===== config.mk =====
export PLATFORM = sky130hd
export DESIGN_NAME = alu_seq16_flat
export DESIGN_NICKNAME = d
export VERILOG_FILES = /design/src/rtl/alu_seq16_if.sv /design/src/rtl/alu_seq16.sv /design/src/flat_wrapper.sv
export SDC_FILE = /design/constraint.sdc
export NUM_CORES = 1
export LEC_CHECK = 0
export CORE_AREA = 10 10 102 104
export DETAILED_ROUTE_END_ITERATION = 7
export DIE_AREA = 0 0 112 114
export DONT_BUFFER_PORTS = 1
export GPL_TIMING_DRIVEN = 0
export HOLD_SLACK_MARGIN = 0.15
export PLACE_DENSITY = 0.58
export SLEW_MARGIN = 20
export SYNTH_ARGS = -nofsm -noshare
export SYNTH_HDL_FRONTEND = slang
export SYNTH_SLANG_ARGS = --single-unit

===== constraint.sdc =====
create_clock -name clk -period 2.6 [get_ports clk]
set_input_delay 0.26 -clock clk [delete_from_list [all_inputs] [get_ports clk]]
set_output_delay 0.26 -clock clk [all_outputs]
set_load 0.05 [all_outputs]

===== src/rtl/alu_seq16_if.sv =====
// Bundles the signals between alu_seq16 and the rest of the CPU.
// The slave side is the sequencer. The master side is everything around it:
// the microcode control and the shared 8-bit ALU.
interface alu_seq16_if;
    // Request side (microcode control)
    logic        start;
    logic [3:0]  op;
    logic [15:0] a16;
    logic [15:0] b16;
    logic        c_in;

    // Status and result
    logic        busy;
    logic        done;
    logic        err;
    logic [15:0] y16;
    logic        c_out;
    logic        zero;
    logic        negative;
    logic        overflow;

    // Drive into the shared 8-bit ALU
    logic [7:0]  alu_a;
    logic [7:0]  alu_b;
    logic [3:0]  alu_op;
    logic        alu_c_in;
    logic        alu_bcd;

    // Results returned by the shared 8-bit ALU
    logic [7:0]  alu_y;
    logic        alu_c_out;
    logic        alu_zero;
    logic        alu_negative;
    logic        alu_overflow;

    modport slave (
        input  start, op, a16, b16, c_in,
        input  alu_y, alu_c_out, alu_zero, alu_negative, alu_overflow,
        output busy, done, err, y16, c_out, zero, negative, overflow,
        output alu_a, alu_b, alu_op, alu_c_in, alu_bcd
    );

    modport master (
        output start, op, a16, b16, c_in,
        output alu_y, alu_c_out, alu_zero, alu_negative, alu_overflow,
        input  busy, done, err, y16, c_out, zero, negative, overflow,
        input  alu_a, alu_b, alu_op, alu_c_in, alu_bcd
    );
endinterface


===== src/rtl/alu_seq16.sv =====
// 16-bit operation sequencer.
// Each 16-bit operation is run as two passes through the shared 8-bit ALU.
// Carry and shift bits are chained from pass 1 into pass 2.
// ROR walks from the high byte down. Every other op walks from the low byte up.
// While busy, this block is the only driver of the ALU inputs.
module alu_seq16 (
    input  logic        clk,
    input  logic        reset_b,
    alu_seq16_if.slave  bus
);

    typedef enum logic [1:0] {
        S_IDLE = 2'd0,
        S_P1   = 2'd1,
        S_P2   = 2'd2,
        S_DONE = 2'd3
    } state_t;

    localparam logic [3:0] OP_INC = 4'h0;
    localparam logic [3:0] OP_DEC = 4'h1;
    localparam logic [3:0] OP_ADD = 4'h2;
    localparam logic [3:0] OP_SUB = 4'h3;
    localparam logic [3:0] OP_ROR = 4'h4;
    localparam logic [3:0] OP_ASL = 4'h5;
    localparam logic [3:0] OP_ROL = 4'h6;
    localparam logic [3:0] OP_OR  = 4'h7;
    localparam logic [3:0] OP_AND = 4'h8;
    localparam logic [3:0] OP_EOR = 4'hA;

    state_t      state_q, state_d;

    // Operands latched when a request is accepted
    logic [3:0]  op_q;
    logic [15:0] a_q;
    logic [15:0] b_q;
    logic        cin_q;

    // Pass-1 results, held for use during pass 2
    logic [7:0]  p1_y_q;
    logic        p1_carry_q;
    logic        p1_zero_q;
    logic        p1_neg_q;
    logic        p1_ovf_q;

    // Registered results
    logic [15:0] y16_q;
    logic        c_out_q;
    logic        zero_q;
    logic        neg_q;
    logic        ovf_q;
    logic        err_q;

    // Request decode
    logic        op_legal;
    logic        can_accept;
    logic        accept;
    logic        reject;

    // Per-operation steering, taken from the latched opcode
    logic        hi_first;
    logic        is_logic;

    // ALU drive, before it reaches the bus
    logic        in_pass;
    logic        pass_hi;
    logic [7:0]  drv_a;
    logic [7:0]  drv_b;
    logic [3:0]  drv_op;
    logic        drv_cin;

    // Final-result assembly, used on the edge that enters DONE
    logic [15:0] y16_d;
    logic [1:0]  lane_from_p1;
    logic        c_out_d;
    logic        zero_d;
    logic        neg_d;
    logic        ovf_d;

    // Decode which opcodes the ALU sequencer knows how to split into passes
    always_comb begin
        op_legal = 1'b0;
        case (bus.op)
            OP_INC, OP_DEC, OP_ADD, OP_SUB, OP_ROR,
            OP_ASL, OP_ROL, OP_OR,  OP_AND, OP_EOR: op_legal = 1'b1;
            default:                                op_legal = 1'b0;
        endcase
    end

    // A request is only looked at when no operation is in flight
    assign can_accept = (state_q == S_IDLE) || (state_q == S_DONE);
    assign accept     = can_accept && bus.start && op_legal;
    assign reject     = can_accept && bus.start && !op_legal;

    assign hi_first = (op_q == OP_ROR);
    assign is_logic = (op_q == OP_OR) || (op_q == OP_AND) || (op_q == OP_EOR);

    // Next-state logic: the two passes always run back to back
    always_comb begin
        state_d = state_q;
        case (state_q)
            S_IDLE:  if (accept) state_d = S_P1;
            S_P1:    state_d = S_P2;
            S_P2:    state_d = S_DONE;
            S_DONE:  state_d = accept ? S_P1 : S_IDLE;
            default: state_d = S_IDLE;
        endcase
    end

    // State register
    always_ff @(posedge clk or negedge reset_b) begin
        if (!reset_b) begin
            state_q <= S_IDLE;
        end else begin
            state_q <= state_d;
        end
    end

    // Latch the operands of an accepted request
    always_ff @(posedge clk or negedge reset_b) begin
        if (!reset_b) begin
            op_q  <= 4'h0;
            a_q   <= 16'h0000;
            b_q   <= 16'h0000;
            cin_q <= 1'b0;
        end else if (accept) begin
            op_q  <= bus.op;
            a_q   <= bus.a16;
            b_q   <= bus.b16;
            cin_q <= bus.c_in;
        end
    end

    // Flag a rejected opcode for exactly the cycle after the request
    always_ff @(posedge clk or negedge reset_b) begin
        if (!reset_b) begin
            err_q <= 1'b0;
        end else begin
            err_q <= reject;
        end
    end

    // Drive the ALU from the state and the latched operands.
    // Outside the passes, the drive is parked at zero.
    always_comb begin
        in_pass = (state_q == S_P1) || (state_q == S_P2);
        pass_hi = 1'b0;
        drv_a   = 8'h00;
        drv_b   = 8'h00;
        drv_op  = 4'h0;
        drv_cin = 1'b0;
        if (in_pass) begin
            // ROR handles the high byte first so that its bit 0 can
            // shift down into bit 7 of the low byte.
            pass_hi = (state_q == S_P1) == hi_first;
            drv_a   = pass_hi ? a_q[15:8] : a_q[7:0];
            drv_b   = pass_hi ? b_q[15:8] : b_q[7:0];
            // The high byte of ASL has to take in the bit that shifted
            // out of the low byte, which is what ROL does.
            drv_op  = ((state_q == S_P2) && (op_q == OP_ASL)) ? OP_ROL : op_q;
            if (is_logic || ((state_q == S_P1) && (op_q == OP_ASL))) begin
                drv_cin = 1'b0;
            end else if (state_q == S_P1) begin
                drv_cin = cin_q;
            end else begin
                drv_cin = p1_carry_q;
            end
        end
    end

    // Capture the pass-1 results so that pass 2 can chain its carry
    always_ff @(posedge clk or negedge reset_b) begin
        if (!reset_b) begin
            p1_y_q     <= 8'h00;
            p1_carry_q <= 1'b0;
            p1_zero_q  <= 1'b0;
            p1_neg_q   <= 1'b0;
            p1_ovf_q   <= 1'b0;
        end else if (state_q == S_P1) begin
            p1_y_q     <= bus.alu_y;
            p1_carry_q <= bus.alu_c_out;
            p1_zero_q  <= bus.alu_zero;
            p1_neg_q   <= bus.alu_negative;
            p1_ovf_q   <= bus.alu_overflow;
        end
    end

    // Put each result byte back into its lane.
    // Lane 1 is the high byte. It came from pass 1 only for ROR.
    generate
        genvar gi;
        for (gi = 0; gi < 2; gi++) begin : g_lane
            assign lane_from_p1[gi]  = (gi == 1) ? hi_first : !hi_first;
            assign y16_d[gi*8 +: 8]  = lane_from_p1[gi] ? p1_y_q : bus.alu_y;
        end
    endgenerate

    // Sign and overflow belong to the high byte, whichever pass produced it
    assign zero_d  = p1_zero_q & bus.alu_zero;
    assign neg_d   = hi_first ? p1_neg_q : bus.alu_negative;
    assign ovf_d   = hi_first ? p1_ovf_q : bus.alu_overflow;
    assign c_out_d = is_logic ? 1'b0 : bus.alu_c_out;

    // Commit the results on the edge that leaves P2 (and enters DONE).
    // They then hold until the next operation completes.
    always_ff @(posedge clk or negedge reset_b) begin
        if (!reset_b) begin
            y16_q   <= 16'h0000;
            c_out_q <= 1'b0;
            zero_q  <= 1'b0;
            neg_q   <= 1'b0;
            ovf_q   <= 1'b0;
        end else if (state_q == S_P2) begin
            y16_q   <= y16_d;
            c_out_q <= c_out_d;
            zero_q  <= zero_d;
            neg_q   <= neg_d;
            ovf_q   <= ovf_d;
        end
    end

    assign bus.busy     = in_pass;
    assign bus.done     = (state_q == S_DONE);
    assign bus.err      = err_q;
    assign bus.y16      = y16_q;
    assign bus.c_out    = c_out_q;
    assign bus.zero     = zero_q;
    assign bus.negative = neg_q;
    assign bus.overflow = ovf_q;

    assign bus.alu_a    = drv_a;
    assign bus.alu_b    = drv_b;
    assign bus.alu_op   = drv_op;
    assign bus.alu_c_in = drv_cin;
    assign bus.alu_bcd  = 1'b0;

endmodule


===== src/flat_wrapper.sv =====
// flat-port wrapper written by rule: the top's interface ports become plain ports
module alu_seq16_flat 
  (clk, reset_b, bus_start, bus_op, bus_a16, bus_b16, bus_c_in, bus_alu_y, bus_alu_c_out, bus_alu_zero, bus_alu_negative, bus_alu_overflow, bus_busy, bus_done, bus_err, bus_y16, bus_c_out, bus_zero, bus_negative, bus_overflow, bus_alu_a, bus_alu_b, bus_alu_op, bus_alu_c_in, bus_alu_bcd);
  alu_seq16_if bus_i ();
  input  logic clk;
  input  logic reset_b;
  input wire logic [$bits(bus_i.start)-1:0] bus_start;
  input wire logic [$bits(bus_i.op)-1:0] bus_op;
  input wire logic [$bits(bus_i.a16)-1:0] bus_a16;
  input wire logic [$bits(bus_i.b16)-1:0] bus_b16;
  input wire logic [$bits(bus_i.c_in)-1:0] bus_c_in;
  input wire logic [$bits(bus_i.alu_y)-1:0] bus_alu_y;
  input wire logic [$bits(bus_i.alu_c_out)-1:0] bus_alu_c_out;
  input wire logic [$bits(bus_i.alu_zero)-1:0] bus_alu_zero;
  input wire logic [$bits(bus_i.alu_negative)-1:0] bus_alu_negative;
  input wire logic [$bits(bus_i.alu_overflow)-1:0] bus_alu_overflow;
  output wire logic [$bits(bus_i.busy)-1:0] bus_busy;
  output wire logic [$bits(bus_i.done)-1:0] bus_done;
  output wire logic [$bits(bus_i.err)-1:0] bus_err;
  output wire logic [$bits(bus_i.y16)-1:0] bus_y16;
  output wire logic [$bits(bus_i.c_out)-1:0] bus_c_out;
  output wire logic [$bits(bus_i.zero)-1:0] bus_zero;
  output wire logic [$bits(bus_i.negative)-1:0] bus_negative;
  output wire logic [$bits(bus_i.overflow)-1:0] bus_overflow;
  output wire logic [$bits(bus_i.alu_a)-1:0] bus_alu_a;
  output wire logic [$bits(bus_i.alu_b)-1:0] bus_alu_b;
  output wire logic [$bits(bus_i.alu_op)-1:0] bus_alu_op;
  output wire logic [$bits(bus_i.alu_c_in)-1:0] bus_alu_c_in;
  output wire logic [$bits(bus_i.alu_bcd)-1:0] bus_alu_bcd;
  assign bus_i.start = bus_start;
  assign bus_i.op = bus_op;
  assign bus_i.a16 = bus_a16;
  assign bus_i.b16 = bus_b16;
  assign bus_i.c_in = bus_c_in;
  assign bus_i.alu_y = bus_alu_y;
  assign bus_i.alu_c_out = bus_alu_c_out;
  assign bus_i.alu_zero = bus_alu_zero;
  assign bus_i.alu_negative = bus_alu_negative;
  assign bus_i.alu_overflow = bus_alu_overflow;
  assign bus_busy = bus_i.busy;
  assign bus_done = bus_i.done;
  assign bus_err = bus_i.err;
  assign bus_y16 = bus_i.y16;
  assign bus_c_out = bus_i.c_out;
  assign bus_zero = bus_i.zero;
  assign bus_negative = bus_i.negative;
  assign bus_overflow = bus_i.overflow;
  assign bus_alu_a = bus_i.alu_a;
  assign bus_alu_b = bus_i.alu_b;
  assign bus_alu_op = bus_i.alu_op;
  assign bus_alu_c_in = bus_i.alu_c_in;
  assign bus_alu_bcd = bus_i.alu_bcd;
  alu_seq16 u_core (.clk(clk), .reset_b(reset_b), .bus(bus_i));
endmodule

### Word level (Yosys, flattened, before mapping)

Memories as Yosys holds them, arrays and structs flattened.
Cells that the tools add are included.

| cells by class | value |
|---|---|
| eq/ne operators | 10 |
| multiplexer cells | 17 |
| bitwise operators | 1 |
| reductions and logical operators | 12 |

Operators with widths:

| kind | number |
|---|---|
| $mux 8 | 6 |
| $eq 4x3->1 const B | 3 |
| $eq 4x4->1 const B | 2 |
| $mux 4 | 2 |
| $pmux 2 s4 | 1 |
| $mux 1 | 7 |
| $logic_and 1x1->1 | 5 |
| $logic_or 1x1->1 | 5 |
| $eq 2x2->1 const B | 2 |
| $eq 2x1->1 const B | 1 |
| $logic_not 2->1 | 1 |
| $mux 2 | 1 |
| $ne 2x1->1 const B | 1 |
| $and 1x1->1 | 1 |
| $eq 1x1->1 | 1 |
| $logic_not 1->1 | 1 |

| word-level totals | value |
|---|---|
| memories | 1 |
| register bits after elaboration | 72 |
| output and inout port bits | 45 |
| input port bits | 52 |
| logic and storage cells | 57 |
| bits in read-only memories | 16 |

Memories:

| memory | depth | bits a word | read ports | clocked after Yosys merged registers in | wr ports | RTL line | text |
|---|---|---|---|---|---|---|---|
| (name not given) | 16 | 1 | 1 | 0 | 0 | alu_seq16.sv:82 | `case (bus.op)` |

### Logic depth before layout (Yosys ltp)

Gate-level depths: netlist (run 1).

| depth | value |
|---|---|
| depth after elaboration | 6 |
| mapped depth | 6 |
| depth with buffers taken out | 5 |

### Worst setup path after synthesis (run 1)

Ideal clock, no wire load.

| timing | value |
|---|---|
| kind | register to output |
| from | register u_core.state_q[0] |
| to | output port bus_alu_a[0] |
| path buffers | 2 |
| arrival time | 2.519 ns |
| slack | -0.179 ns |
| cell stages (with the launch flop) | 7 |
| data required time | 2.340 ns |
| path through | dfrtp_1 > inv_1 > ha_1 > clkbuf_1 > clkbuf_1 > nand2_1 > mux2i_1 |

| between the ends | value |
|---|---|
| elaborated cells between the ends (all ways) | 6 |
| classes of those cells | 3 x eq/ne; 2 x mux; 1 x reduce/logical |

RTL lines:

| item | RTL line | text |
|---|---|---|
| from (decl) | alu_seq16.sv:30 | `state_t state_q, state_d;` |
| from (signal assigned) | alu_seq16.sv:114 | `state_q <= state_d;` |
| $eq 2x1->1 / $eq 2x2->1 (equally long branches) | alu_seq16.sv:145 | `in_pass = (state_q == S_P1) \|\| (state_q == S_P2);` |
| $logic_or 1x1->1 (*) | alu_seq16.sv:145 |  |
| via bus_busy | flat_wrapper.sv:17 | `output wire logic [$bits(bus_i.busy)-1:0] bus_busy;` |
| $mux 8 (*) | alu_seq16.sv:151 | `if (in_pass) begin` |
| to (decl) | flat_wrapper.sv:25 | `output wire logic [$bits(bus_i.alu_a)-1:0] bus_alu_a;` |

The timed path passes the listed nets; every way through them passes the cells marked *.

### Worst setup path after layout (run 1)

| timing | value |
|---|---|
| from | register u_core.state_q[0] |
| to | output port bus_alu_b[1] |

| between the ends | value |
|---|---|
| elaborated cells between the ends (all ways) | 6 |
| classes of those cells | 3 x eq/ne; 2 x mux; 1 x reduce/logical |

RTL lines:

| item | RTL line | text |
|---|---|---|
| $eq 2x1->1 / $eq 2x2->1 (equally long branches) | alu_seq16.sv:145 |  |
| $logic_or 1x1->1 (*) | alu_seq16.sv:145 |  |
| via bus_busy | flat_wrapper.sv:17 |  |
| $mux 8 (*) | alu_seq16.sv:151 |  |
| to (decl) | flat_wrapper.sv:26 | `output wire logic [$bits(bus_i.alu_b)-1:0] bus_alu_b;` |

Marks and branches as above.

==> impl_results.md, run 1 <==
- Outcome: finished, final reports clean
- Syn nets: ~340
- Total Routing Usage GR: approximately 14%
- Antenna violations before repair: 0
- Crit path cell chain: inv_1, ha_4, clkbuf_8, buf_4, nand2_1, mux2i_4
- Tcrit/Tclk final: ~96%
- Core area: approximately 8500 sq um
- Vias per cell: 5.06
- Setup violators final: 0
- RR Endpoint: u_core.b_q[15]
- Max Clk Rate: 401 MHz
- Setup TNS Final: 0 ps
- Chip height: between 100 and 150 um
- Final Hold Vio Count: 0
- Synth unique cells: 30
- Clock sinks: 72
- Post-Syn Area per Cell: ~12 sq um
- DR iter-0 viols: between 80 and 90
- FF-to-FF path depth: 6
- Startpoint types: flip-flop
- Placement Cell Area: 3580 sq um
- Top FF cell, synth: dfrtp_1
- Post-synthesis async set-or-reset flop share: between 90% and 100%
- Sequential share of the synthesized area: a little over half
- CP max FO: 10
- Fin Clk Skew: around 11 ps
- Die width: 112 um
- Stages on the worst setup path: 6
- Post-DP HPWL: ~5700 um
- Synthesized flop and latch total: approximately 70
- Top-count cell post-synth: dfrtp_1
- Global-route wire length before repair: approximately 14,000 um
- Fill cells: approximately 700
- CP Capture Type: output pin
- Post-Syn Area: ~3400 sq um
- Initial core utilization: between 30 and 40%
- Nets: 411
- Commonest cells post-synth: dfrtp_1 (72), mux2_2 (47), nand2_1 (36)
- Layout cells sized above 1: 29.0%
- Diode count: 0
- TritonCTS Buffers: 9
- CP arrival: roughly 2200 ps
- WS Path Type: flip-flop to output pin
- DIE AREA: between 10,000 and 15,000 sq um
- Routed wire length: between 8000 and 9000 um
- Final min period: ~2500 ps
- Worst Hold Endpoint: u_core.bus.err
- Site Rows: 34
- Reg area: 1800 sq um
- Crit path max-delay cell type: dfrtp_2
- CTS H-tree depth: 3
- Delay-heaviest family, CP: buffers and inverters
- Least-Margin Pin Slew: 735 ps
- Warnings from Yosys: 0
- Max transition margin: roughly half
- Clock buffer depth: 2
- Largest net degree at the start of global routing: 73
- Root Driver: clkbuf_8
- Clock latency on the worst-skew pair: between 300 and 400 ps
- Worst hold path type: input pin to flip-flop
- Reg clk slew, reported paths: around 80 ps
- Max-capacitance violation count: 0
- I/O pins: between 90 and 100
- Worst Path Buf+Inv: 3
- Final ANT Viol Nets: 0
- RR Startpoint: u_core.state_q[0]
- Residual DRC: 0
- Area occupied by multi-input gates: between 1500 and 2000 sq um
- Area Growth Syn to Fin: 34.5%
- Flop2flop setup slack: 430 ps
- IO Port Bufs: 0
- Required @ worst endpoint: around 2300 ps
- Pre-Repair DR Iteration Count: 4
- Crit-path max cell delay: 420 ps
- Cells after Synth: approximately 290
- GPL Wtd Cong: roughly 0.73
- Worst hold start: bus_op[0]
- GR Overflow Total: 0
- Avg WL per Cell: 18.7 um
- Yosys top cell by area: dfrtp_1
- Final setup margin: 106 ps
- Share of the synthesized area in the top cell type: roughly 53%
- Post-synth EDFFs: 0
- RSZ-0062 raised after global routing: false
- Via Count: ~2,400
- Post-route cell area: 4550 sq um
- Synth top area cells: dfrtp_1 (53%), mux2_2 (16%), mux2i_1 (10%)
- Vias in the first global route: ~2,700
- Setup WS pre-CTS: -530 ps
- TritonCTS clock tree: built
- WHS Path Cells: 2
- Number of max-slew violations in the final report: 0
==> worst max path at each step <==
stage               slack, ps         startpoint           end
floorplan                  10  u_core.state_q[0]  bus_alu_a[0]
global placement         -510  u_core.state_q[0]  bus_alu_a[1]
detailed placement       -530  u_core.state_q[0]  bus_alu_b[3]
CTS                        10     u_core.op_q[0]  bus_alu_a[1]
global route               20  u_core.state_q[0]  bus_alu_b[1]
finish                    110  u_core.state_q[0]  bus_alu_b[1]
==> repair_timing <==
item,4_1_cts,5_1_grt
hold endpoints to repair,142,0
buffers inserted,1,2
setup endpoints to repair,21,19
pin swaps,2,1
resized for setup,29,5
hold buffers,53,0
==> flip-flops by register name, summed over array words and instances (netlist names), 2 cells and up <==
name / flops
u_core.bus.y16: 16
u_core.state_q: 2
u_core.op_q: 4
u_core.b_q: 16
u_core.p1_y_q: 8
u_core.a_q: 16
==> through the flow <==
stage                     instances  hold slack [ps]  util [%]
after CTS                       465              174      53.4
after floorplan                 287            -35.6         -
after global routing            467              204      53.7
after global placement          395            -33.0      42.3
after detailed placement        395            -33.1      42.3
final                           467              191      53.7
==> routing by layer <==
layer	global-route usage [%]	part of all wire (%)	vias up
met5	0	0	-
met4	5.25	1.5	0
met3	5.51	7.7	10
met2	23.3	49	69
met1	16.3	42	1157
li1	-	-	1128
==> cell families after synthesis <==
kind of cell	share of synthesized area, %
multiplexers	25.7
AND/OR/NAND/NOR	10.2
flip-flops	53.3
AO/OA/AOI/OAI	4.92
buffers and inverters	3.14
adder cells (fa/ha/maj)	1.85
other	0.111
XOR/XNOR	0.814
==> final cells by class <==
cell class                 instances  share of cell area (%)
clock inverter                     6                    1.51
multi-input combinational        194                    37.5
timing repair buffer              56                    12.6
sequential                        72                    39.6
tap                              108                    2.97
inverter                           3                   0.248
buffer                            18                    2.70
clock buffer                      10                    2.81
==> cell usage in the layout (no fill, tap or decap), types with 3 or more instances in the layout <==
master / synthesis / final
a21oi_1: 22 / 21
dlygate4sd3_1: 0 / 52
nand2_1: 36 / 36
ha_1: 5 / 4
nand2b_1: 3 / 3
mux2i_4: 0 / 16
buf_4: 2 / 6
dfrtp_1: 72 / 71
clkbuf_1: 9 / 6
inv_1: 3 / 3
nor2_1: 21 / 21
clkinvlp_4: 0 / 4
mux2i_1: 34 / 18
buf_2: 4 / 4
nor2b_1: 5 / 4
mux2_2: 47 / 47
clkbuf_8: 0 / 10
a31o_2: 3 / 3
==> worst reg2reg max path, delay by kind of cell (launching register included) <==
| kind | cells | cell delay (ps) |
|---|---|---|
| buffers and inverters | 2 | 450 |
| adder cells (fa/ha/maj) | 1 | 300 |
| AND/OR/NAND/NOR | 2 | 560 |
| flip-flops | 1 | 450 |
| multiplexers | 1 | 300 |
Power of run 1 is left out: the tool's default activity adds up to more than one toggle a clock period on the data nets, which glitch-free logic cannot reach.
==> inputs of run 2 (changes only) <==
==> constraint.sdc (replaced) <==
create_clock -name clk -period 2.6 [get_ports clk]
set_input_delay 0.39 -clock clk [delete_from_list [all_inputs] [get_ports clk]]
set_output_delay 0.39 -clock clk [all_outputs]
set_load 0.05 [all_outputs]
==> impl_results.md, run 2 (synthesis gave the netlist of run 1 again) <==
- Outcome: finished, final reports clean
- Residual DRC: 0 (unchanged)
- GPL Wtd Cong: 0.751 (+3.0%)
- Clock sinks: 72 (unchanged)
- Nets: 373 (-9.2%)
- Reg clk slew, reported paths: 80 ps (about the same)
- Worst hold start: bus_alu_c_out
- Area Growth Syn to Fin: 24.3%
- DIE AREA: 12,800 sq um (unchanged)
- Antenna violations before repair: 1 (+1)
- Busiest grt layer: met2
- GR Util met1: 15.7% (-0.62 points)
- TritonCTS Buffers: 9 (unchanged)
- Post-route cell area: 4210 sq um (-7.5%)
- IO Port Bufs: 0 (unchanged)
- Least-Margin Pin Slew: 610 ps (-126 ps)
- CP Capture Type: output pin
- WHS Path Cells: 2 (unchanged)
- Crit path max-delay cell type: ha_4
- CTS H-tree depth: 3 (unchanged)
- Global-route wire length before repair: 13,300 um (-8.1%)
- DR iter-0 viols: 92 (+11%)
- Root Driver: clkbuf_8
- Vias in the first global route: 2,303 (-14%)
- RR Startpoint: u_core.state_q[1]
- Clock latency on the worst-skew pair: 350 ps (about the same)
- Placement Cell Area: 3710 sq um (+3.7%)
- Worst hold path type: input pin to flip-flop
- Routed wire length: 8560 um (-2.3%)
- Largest net degree at the start of global routing: 73 (unchanged)
- Max-capacitance violation count: 0 (unchanged)
- FF-to-FF path depth: 6 (unchanged)
- Delay-heaviest family, CP: buffers and inverters
- Final Hold Vio Count: 0 (unchanged)
- Required @ worst endpoint: 2210 ps (-130 ps)
- Final ANT Viol Nets: 0 (unchanged)
- GR Overflow Total: 0 (unchanged)
- Clock buffer depth: 2 (unchanged)
- Setup violators final: 0 (unchanged)
- Die width: 112 um (unchanged)
- Via Count: 2,187 (-7.5%)
- Total Routing Usage GR: 13.3% (-0.82 points)
- Layout cells sized above 1: 37.4% (+8.4 points)
- Vias per cell: 5.10 (+0.71%)
- RR Endpoint: u_core.a_q[8]
- Worst Hold Endpoint: u_core.p1_carry_q
- I/O pins: 97 (unchanged)
- Fin Clk Skew: 10.8 ps (-0.513 ps)
- Commonest non-fill, non-tap cells in the layout: dfrtp_1 (69), mux2_2 (47), nand2_1 (36)
- WS Path Type: flip-flop to output pin
- CP max FO: 10 (unchanged)
- Final setup margin: 96.6 ps (-9.09 ps)
- Global Route met3 Usage: 5.62% (+0.10 points)
- Pre-Repair DR Iteration Count: 4 (unchanged)
- Startpoint types: flip-flop
- Core area: 8470 sq um (unchanged)
- TritonCTS clock tree: built
- Max Clk Rate: 399 MHz (-0.36%)
- Post-DP HPWL: 5830 um (+2.2%)
- Crit-path max cell delay: 420 ps (about the same)
- Most common cell after layout, fill and taps aside: dfrtp_1
- Max transition margin: 59.4% (+9.1 points)
- Chip height: 114 um (unchanged)
- Inst Count DP: 395 (unchanged)
- Site Rows: 34 (unchanged)
- Diode count: 0 (unchanged)
- Avg WL per Cell: 19.9 um (+6.4%)
- Worst Path Buf+Inv: 3 (unchanged)
- Met2 Usage GRT: 21.1% (-2.2 points)
- Tcrit/Tclk final: 96.3% (+0.35 points)
- Final min period: 2500 ps (+9.09 ps)
- Number of max-slew violations in the final report: 0 (unchanged)
- Non-Filler Instances: 429 (-8.1%)
- Flop2flop setup slack: 460 ps (+30 ps)
- Crit path cell chain: inv_2, ha_4, clkbuf_16, clkbuf_8, nand2_1, mux2i_4
- CP arrival: 2110 ps (-120 ps)
- Initial core utilization: 39.9% (unchanged)
- Setup WS pre-CTS: -741 ps (-211 ps)
-- run 2: metrics by stage --
step                utilization [%]  TNS, ps  hold slack [ps]
floorplan                         -     -117             94.4
global placement               43.9   -10860             96.7
detailed placement             43.9   -11020             96.7
CTS                            48.7        0              154
global route                   49.7    -1.38              152
finish                         49.7        0              166
-- run 2: timing repair --
| action | in CTS | in global routing |
|---|---|---|
| pin swaps | 3 | 3 |
| hold endpoints to repair | 72 | 3 |
| gates cloned | 1 | 1 |
| setup buffers | 8 | 6 |
| gates resized for setup | 24 | 12 |
| setup endpoints to repair | 21 | 21 |
| hold buffers | 2 | 3 |
-- run 2: per-layer routing --
layer  wire length (um)  share of wire, %  vias up
li1                   -                 -     1041
met1               3670                43     1069
met2               4120                48       60
met3                630               7.4       15
met4                129               1.5        2
met5                  7             0.082        -
-- run 2: area by class of cell --
class | instances | area [sq um]
fill | 762 | 4260
sequential | 72 | 1810
multi-input combinational | 194 | 1730
timing repair buffer | 20 | 203
clock buffer | 10 | 138
tap | 108 | 135
buffer | 16 | 130
clock inverter | 6 | 50.0
inverter | 3 | 11.3
-- run 2: how the worst max path moves through the flow --
| stage | startpoint | to | slack, ps | depth (start not counted) |
|---|---|---|---|---|
| 2_1_floorplan | u_core.state_q[0] | bus_alu_a[0] | -120 | 6 |
| 3_3_place_gp | u_core.state_q[0] | bus_alu_a[0] | -750 | 6 |
| 3_5_place_dp | u_core.state_q[0] | bus_alu_a[0] | -740 | 6 |
| 4_1_cts | u_core.op_q[3] | bus_alu_b[1] | 4 | 6 |
| 5_1_grt | u_core.state_q[0] | bus_alu_b[6] | -1 | 6 |
| 6_report | u_core.state_q[0] | bus_alu_b[6] | 100 | 6 |
Power of run 2 is left out for the same reason.
